`src/rtl/apbsubsys_irq_pkg.sv`:
```
// Shared constants and helpers for the APB interrupt controller.
package apbsubsys_irq_pkg;

    localparam int IRQ_ID_W = 6;

    localparam logic [11:0] ADDR_RAW    = 12'h000;
    localparam logic [11:0] ADDR_MASK   = 12'h004;
    localparam logic [11:0] ADDR_MODE   = 12'h008;
    localparam logic [11:0] ADDR_PEND   = 12'h00C;
    localparam logic [11:0] ADDR_STATUS = 12'h010;
    localparam logic [11:0] ADDR_ID     = 12'h014;

    typedef enum logic [2:0] {
        REG_RAW,
        REG_MASK,
        REG_MODE,
        REG_PEND,
        REG_STATUS,
        REG_ID,
        REG_NONE
    } reg_sel_e;

    // Lowest set bit index plus one; zero when nothing is set.
    function automatic logic [IRQ_ID_W-1:0] prio_id(input logic [31:0] vec);
        prio_id = '0;
        for (int i = 31; i >= 0; i--) begin
            if (vec[i]) begin
                prio_id = IRQ_ID_W'(i + 1);
            end
        end
    endfunction

endpackage

```
`src/rtl/apbsubsys_irq_ctrl_if.sv`:
```
// APB bus bundle between a master and the interrupt controller.
interface apbsubsys_irq_ctrl_if;
    logic        PSEL;
    logic        PENABLE;
    logic        PWRITE;
    logic [11:0] PADDR;
    logic [31:0] PWDATA;
    logic [31:0] PRDATA;
    logic        PREADY;
    logic        PSLVERR;

    modport master (
        output PSEL, PENABLE, PWRITE, PADDR, PWDATA,
        input  PRDATA, PREADY, PSLVERR
    );

    modport slave (
        input  PSEL, PENABLE, PWRITE, PADDR, PWDATA,
        output PRDATA, PREADY, PSLVERR
    );
endinterface

```
`src/rtl/apbsubsys_irq_ctrl_sync.sv`:
```
// Multi-flop synchroniser bringing raw asynchronous requests into the PCLK domain.
module irq_sync #(
    parameter int WIDTH       = 32,
    parameter int SYNC_STAGES = 2
) (
    input  logic             clk,
    input  logic             rst_n,
    input  logic [WIDTH-1:0] d,
    output logic [WIDTH-1:0] q
);

    logic [WIDTH-1:0] stage_q [SYNC_STAGES];
    logic [WIDTH-1:0] stage_d [SYNC_STAGES];

    // Each stage takes the value of the stage before it; stage 0 samples the raw input.
    always_comb begin
        stage_d[0] = d;
        for (int i = 1; i < SYNC_STAGES; i++) begin
            stage_d[i] = stage_q[i-1];
        end
    end

    // Shift register with synchronous clear.
    always_ff @(posedge clk) begin
        for (int i = 0; i < SYNC_STAGES; i++) begin
            if (!rst_n) begin
                stage_q[i] <= '0;
            end else begin
                stage_q[i] <= stage_d[i];
            end
        end
    end

    assign q = stage_q[SYNC_STAGES-1];

endmodule

```
`src/rtl/apbsubsys_irq_ctrl.sv`:
```
// APB interrupt controller: synchronised sources, per-bit edge/level pending,
// masking, and a registered priority-encoded interrupt to the CPU.
module apbsubsys_irq_ctrl
    import apbsubsys_irq_pkg::*;
#(
    parameter int NUM_SRC     = 32,
    parameter int SYNC_STAGES = 2
) (
    input  logic                PCLK,
    input  logic                PRESETn,
    apbsubsys_irq_ctrl_if.slave apb,
    input  logic [NUM_SRC-1:0]  int_src,
    output logic                irq_out,
    output logic [IRQ_ID_W-1:0] irq_id
);

    localparam logic [31:0] SRC_MASK  = (NUM_SRC >= 32) ? 32'hFFFF_FFFF
                                                        : ((32'd1 << NUM_SRC) - 32'd1);
    // Edges are ignored until the synchroniser and sync_dly hold real post-reset samples,
    // so a source held high through reset does not look like a fresh rise.
    localparam logic [2:0]  WARM_DONE = 3'(SYNC_STAGES + 1);

    logic [NUM_SRC-1:0]  sync;
    logic [31:0]         sync_w;
    logic [31:0]         sync_dly_q, sync_dly_d;
    logic [31:0]         mask_q, mask_d;
    logic [31:0]         mode_q, mode_d;
    logic [31:0]         pend_q, pend_d;
    logic                irq_out_q, irq_out_d;
    logic [IRQ_ID_W-1:0] irq_id_q, irq_id_d;
    logic [2:0]          warm_q, warm_d;
    logic [31:0]         status;
    logic [31:0]         rise;
    logic [31:0]         w1c;
    logic [31:0]         rd_data;
    logic                access;
    logic                wr_en;
    reg_sel_e            sel;
    logic                unused_addr_bits;

    irq_sync #(
        .WIDTH       (NUM_SRC),
        .SYNC_STAGES (SYNC_STAGES)
    ) u_sync (
        .clk   (PCLK),
        .rst_n (PRESETn),
        .d     (int_src),
        .q     (sync)
    );

    assign unused_addr_bits = ^apb.PADDR[1:0];
    assign apb.PREADY       = 1'b1;
    assign status           = pend_q & mask_q;
    assign irq_out          = irq_out_q;
    assign irq_id           = irq_id_q;

    // Address decode, combinational read mux and error response.
    always_comb begin
        sync_w              = '0;
        sync_w[NUM_SRC-1:0] = sync;
        case ({apb.PADDR[11:2], 2'b00})
            ADDR_RAW:    sel = REG_RAW;
            ADDR_MASK:   sel = REG_MASK;
            ADDR_MODE:   sel = REG_MODE;
            ADDR_PEND:   sel = REG_PEND;
            ADDR_STATUS: sel = REG_STATUS;
            ADDR_ID:     sel = REG_ID;
            default:     sel = REG_NONE;
        endcase
        case (sel)
            REG_RAW:    rd_data = sync_w;
            REG_MASK:   rd_data = mask_q;
            REG_MODE:   rd_data = mode_q;
            REG_PEND:   rd_data = pend_q;
            REG_STATUS: rd_data = status;
            REG_ID:     rd_data = 32'(irq_id_q);
            default:    rd_data = '0;
        endcase
        access      = apb.PSEL & apb.PENABLE;
        wr_en       = access & apb.PWRITE & (sel != REG_NONE);
        apb.PSLVERR = access & (sel == REG_NONE);
        apb.PRDATA  = apb.PSEL ? rd_data : '0;
    end

    // Next-state for configuration, pending bits and the registered CPU outputs.
    always_comb begin
        mask_d     = mask_q;
        mode_d     = mode_q;
        w1c        = '0;
        sync_dly_d = sync_w;
        warm_d     = (warm_q == WARM_DONE) ? warm_q : warm_q + 3'd1;
        rise       = '0;
        if (wr_en && sel == REG_MASK) begin
            mask_d = apb.PWDATA & SRC_MASK;
        end
        if (wr_en && sel == REG_MODE) begin
            mode_d = apb.PWDATA & SRC_MASK;
        end
        if (wr_en && sel == REG_PEND) begin
            w1c = apb.PWDATA & SRC_MASK;
        end
        if (warm_q == WARM_DONE) begin
            rise = sync_w & ~sync_dly_q;
        end
        pend_d    = ((mode_q & ((pend_q & ~w1c) | rise)) | (~mode_q & sync_w)) & SRC_MASK;
        irq_out_d = |status;
        irq_id_d  = prio_id(status);
    end

    // State registers with synchronous active-low clear.
    always_ff @(posedge PCLK) begin
        if (!PRESETn) begin
            sync_dly_q <= '0;
            mask_q     <= '0;
            mode_q     <= '0;
            pend_q     <= '0;
            irq_out_q  <= 1'b0;
            irq_id_q   <= '0;
            warm_q     <= '0;
        end else begin
            sync_dly_q <= sync_dly_d;
            mask_q     <= mask_d;
            mode_q     <= mode_d;
            pend_q     <= pend_d;
            irq_out_q  <= irq_out_d;
            irq_id_q   <= irq_id_d;
            warm_q     <= warm_d;
        end
    end

endmodule

```
`src/flat_wrapper.sv`:
```
// flat-port wrapper written by rule: the top's interface ports become plain ports
module apbsubsys_irq_ctrl_flat import apbsubsys_irq_pkg::*;
#(
    parameter int NUM_SRC     = 32,
    parameter int SYNC_STAGES = 2
)
  (PCLK, PRESETn, int_src, irq_out, irq_id, apb_PSEL, apb_PENABLE, apb_PWRITE, apb_PADDR, apb_PWDATA, apb_PRDATA, apb_PREADY, apb_PSLVERR);
  apbsubsys_irq_ctrl_if apb_i ();
  input  logic PCLK;
  input  logic PRESETn;
  input  logic [NUM_SRC-1:0] int_src;
  output logic irq_out;
  output logic [IRQ_ID_W-1:0] irq_id;
  input wire logic [$bits(apb_i.PSEL)-1:0] apb_PSEL;
  input wire logic [$bits(apb_i.PENABLE)-1:0] apb_PENABLE;
  input wire logic [$bits(apb_i.PWRITE)-1:0] apb_PWRITE;
  input wire logic [$bits(apb_i.PADDR)-1:0] apb_PADDR;
  input wire logic [$bits(apb_i.PWDATA)-1:0] apb_PWDATA;
  output wire logic [$bits(apb_i.PRDATA)-1:0] apb_PRDATA;
  output wire logic [$bits(apb_i.PREADY)-1:0] apb_PREADY;
  output wire logic [$bits(apb_i.PSLVERR)-1:0] apb_PSLVERR;
  assign apb_i.PSEL = apb_PSEL;
  assign apb_i.PENABLE = apb_PENABLE;
  assign apb_i.PWRITE = apb_PWRITE;
  assign apb_i.PADDR = apb_PADDR;
  assign apb_i.PWDATA = apb_PWDATA;
  assign apb_PRDATA = apb_i.PRDATA;
  assign apb_PREADY = apb_i.PREADY;
  assign apb_PSLVERR = apb_i.PSLVERR;
  apbsubsys_irq_ctrl #(.NUM_SRC(NUM_SRC), .SYNC_STAGES(SYNC_STAGES)) u_core (.PCLK(PCLK), .PRESETn(PRESETn), .apb(apb_i), .int_src(int_src), .irq_out(irq_out), .irq_id(irq_id));
endmodule
```
`config.mk`:
```
export PLATFORM = sky130hd
export DESIGN_NAME = apbsubsys_irq_ctrl_flat
export DESIGN_NICKNAME = d
export VERILOG_FILES = /design/src/rtl/apbsubsys_irq_pkg.sv /design/src/rtl/apbsubsys_irq_ctrl_if.sv /design/src/rtl/apbsubsys_irq_ctrl_sync.sv /design/src/rtl/apbsubsys_irq_ctrl.sv /design/src/flat_wrapper.sv
export SDC_FILE = /design/constraint.sdc
export NUM_CORES = 1
export LEC_CHECK = 0
export CAP_MARGIN = 20
export CORE_MARGIN = 3
export CORE_UTILIZATION = 46
export CTS_CLUSTER_DIAMETER = 80
export DETAILED_ROUTE_END_ITERATION = 6
export PLACE_DENSITY_LB_ADDON = 0.08
export SLEW_MARGIN = 30
export SYNTH_ARGS = -nofsm -noshare
export SYNTH_HDL_FRONTEND = slang
export SYNTH_SLANG_ARGS = --single-unit
export TNS_END_PERCENT = 10
```
`constraint.sdc`:
```
create_clock -name PCLK -period 4 [get_ports PCLK]
set_clock_uncertainty 0.15 [all_clocks]
set_input_delay 0.4 -clock PCLK [delete_from_list [all_inputs] [get_ports PCLK]]
set_output_delay 0.4 -clock PCLK [all_outputs]
set_load 0.005 [all_outputs]
```
==> results_dict.tcl <==
set metrics [dict create \
    status "complete, but fails checks" \
    failed_checks "DRC" \
    slowest_stage "or4b_4" \
    worst-path-buf-inv 5 \
    routed_via_density 5.53 \
    cp-start-kind "input port" \
    grt_overflow 0 \
    ys.flop_type "dfxtp_1" \
    hold_viol_final 0 \
    crit_top_cell "nor3_4" \
    yosys.area_share.simple_pct 22.5 \
    path_delay_family "simple AND/OR/NAND/NOR gates" \
    fmax_mhz 255 \
    grt_pass1_vias 7087 \
    n_antenna_cell 0 \
    cts_sinks 202 \
    place_congestion 0.894 \
    cp-end-kind "primary output" \
    firstDrtPassIters 7 \
    post_drt_wl_per_cell_um 17.4 \
    synth_seq_cells 202 \
    start_util_pct 47.4 \
    die_y_um 143 \
    drv_cap 0 \
    insertion_delay_ps 510 \
    synth_compound_area_share_pct 26.3 \
    yosys-top-cells-area "dfxtp_1 47%, nand2_1 8.7%, and2_1 7.2%" \
    min_period_ps 3930 \
    row_count 49 \
    ir_drop_mv 0.363 \
    synth_nets 1077 \
    syn2layout_area_growth_pct 29.0 \
    yosys_warnings 0 \
    vias 7545 \
    final_nets 1205 \
    grt_pass1_wl_mm 37.8 \
    synth_top_cell_by_area "dfxtp_1" \
    async_reset_ff_share_pct 0 \
    drcViolationCount 9 \
    dr.first_iter.drc_count 473 \
    clk_pin_slew_worst_paths_ps 60 \
    yosys.area_share.xor_xnor_pct 0.101 \
    dp.cells 1319 \
    cellPowerDensity_mw_per_mm2 405 \
    grt_use_total_pct 23.0 \
    synth.top_cell.area_share_pct 46.8 \
    wl_mm 23.7 \
    power_mw 4.51 \
    drive_above_1_share_pct 10.8 \
    worstPathArrival_ps 3380 \
    dp_hpwl_mm 15.6 \
    netlist_instances 993 \
    synth_top_family_by_area "compound AO/OA/AOI/OAI gates" \
    n_fill_cell 1646 \
    antenna_found_initial 0 \
    ioPinCount 122 \
    port_buffers 118 \
    power.static_leakage_nw 4.37 \
    grt_start_max_net_pins 102 \
    crit_fanout 8 \
    dieArea_mm2 0.0205 \
    root_buffer "clkbuf_16" \
    grt_setup_unrepaired "true" \
    synth_seq_area_share_pct 46.8 \
    cp_cell_sequence "clkdlybuf4s50_1, or3_4, nor3_4, nand2_1, ha_2, or4b_4, nor3_4, buf_4, buf_6, buf_12, a21o_1, a22oi_1, a21oi_1, dlygate4sd2_1" \
    cts_max_level 1 \
    synth_edf_count 0 \
    syn_area_per_cell_um2 8.70 \
    setup_viol 0 \
    final_common_cell "dfxtp_1" \
    final_cells 1365 \
    hp-class "register to register" \
    tightest_slew_ps 873 \
    coreArea_mm2 0.0182 \
    critical_path.max_stage_delay_ps 550 \
    synthMuxAreaShare_pct 0.116 \
    synthAdderAreaFrac_pct 0.435 \
    whs_ps 281 \
    worstPathRequired_ps 3450 \
    fin_crit_sh_pct 98.2 \
    cts_buffers 22 \
    path_class "input port to primary output" \
    maxSlewViolCount 0 \
    mostFrequentLayoutCells "202 x dfxtp_1, 201 x nand2_1, 100 x and2_1" \
    clockBufferDepth 3 \
    synth.distinct_cells 52 \
    fp.dieW_um 143 \
    drtAntennaViolNets 0 \
    slew_headroom_pct 41.8 \
    cts_tree "done" \
    synthesis.area_mm2 0.00864 \
]
## synth_stat cells, types with 2 or more instances
| library cell | instances |
|---|---|
| a21boi_1 | 47 |
| a21o_1 | 23 |
| a32o_1 | 3 |
| nor2b_1 | 3 |
| and2_1 | 100 |
| or3_1 | 4 |
| nand4b_1 | 2 |
| a22oi_1 | 61 |
| nand3_1 | 12 |
| nand2b_1 | 35 |
| a22o_1 | 9 |
| inv_1 | 8 |
| o21a_1 | 32 |
| o21ai_0 | 5 |
| nand4_1 | 2 |
| a21boi_0 | 50 |
| a21oi_1 | 69 |
| o22ai_1 | 3 |
| a222oi_1 | 8 |
| dfxtp_1 | 202 |
| a32oi_1 | 2 |
| nor2_1 | 12 |
| nor3_1 | 9 |
| a211oi_1 | 2 |
| nor3_2 | 2 |
| ha_1 | 3 |
| nand2_1 | 201 |
| buf_4 | 4 |
| buf_2 | 20 |
| clkbuf_1 | 38 |
## cell families (layout without fill, tap and decap cells)
| group | count (synthesis) | count (layout) |
|---|---|---|
| AO/OA/AOI/OAI | 321 | 321 |
| XOR/XNOR | 1 | 1 |
| adder cells (fa/ha/maj) | 3 | 3 |
| buffers and inverters | 72 | 215 |
| flip-flops | 202 | 202 |
| multiplexers | 1 | 1 |
| other | 1 | 1 |
| AND/OR/NAND/NOR | 392 | 392 |
## metal layers
| layer | share of wire (%) | wire length (um) | global-route usage, % |
|---|---|---|---|
| met1 | 46 | 10900 | 31.5 |
| met2 | 46 | 10900 | 37.3 |
| met3 | 5.5 | 1310 | 3.72 |
| met4 | 2.7 | 650 | 7.10 |
| met5 | 0 | 0 | 0 |
## cell type report
| type | instances | area, um^2 | share of cell area [%] |
|---|---|---|---|
| well taps | 229 | 287 | 2.57 |
| repair buffers | 168 | 1660 | 14.9 |
| inverters | 8 | 30.0 | 0.270 |
| clock buffers | 29 | 658 | 5.91 |
| multi-input cells | 719 | 4340 | 38.9 |
| flip-flops and latches | 202 | 4040 | 36.3 |
| clock inverters | 10 | 125 | 1.12 |
## where the power goes
part	total (mW)	internal (mW)	switching, mW
clock network	2.16	1.34	0.814
registers	2.09	2.07	0.0286
logic	0.257	0.145	0.113
total	4.51	3.56	0.955
## sequential cells by signal, summed over array words and instances (netlist names)
register               count
u_core.sync_dly_q         32
u_core.mask_q             32
u_core.warm_q              3
u_core.mode_q             32
u_core.pend_q             32
u_core.u_sync.stage_q     64
u_core.irq_id              6
u_core.irq_out             1
## through the flow
step / TNS [ps] / setup WS (ps) / cell area [um^2] / util, %
final: 0 / 71.2 / 11100 / 61.2
after global placement: -6880 / -282 / 10300 / 56.4
after CTS: -639 / -194 / 11100 / 61.0
after detailed placement: -7780 / -313 / 10300 / 56.4
after global routing: -579 / -104 / 11100 / 61.2
after floorplan: 0 / 605 / 8640 / -
## repair_timing
action / in CTS / in global routing
pin swaps: 19 / 19
resized for setup: 49 / 40
setup buffers: 2 / 3
hold buffers: 0 / 0
endpoints found under the setup margin: 32 / 32
cloned: 1 / 0
## final timing paths
| check | from | end | slack [ps] | cells past startpoint |
|---|---|---|---|---|
| worst max-delay path | apb_PADDR[5] | apb_PRDATA[1] | 70 | 14 |
| worst min-delay path | u_core.u_sync.stage_q[0][20] | u_core.u_sync.stage_q[1][20] | 280 | 1 |
| worst min register to register | u_core.u_sync.stage_q[0][20] | u_core.u_sync.stage_q[1][20] | 280 | 1 |
| worst max register to register | u_core.pend_q[16] | u_core.irq_out | 1840 | 5 |
Note: power is estimated with default switching activity, not from simulation.
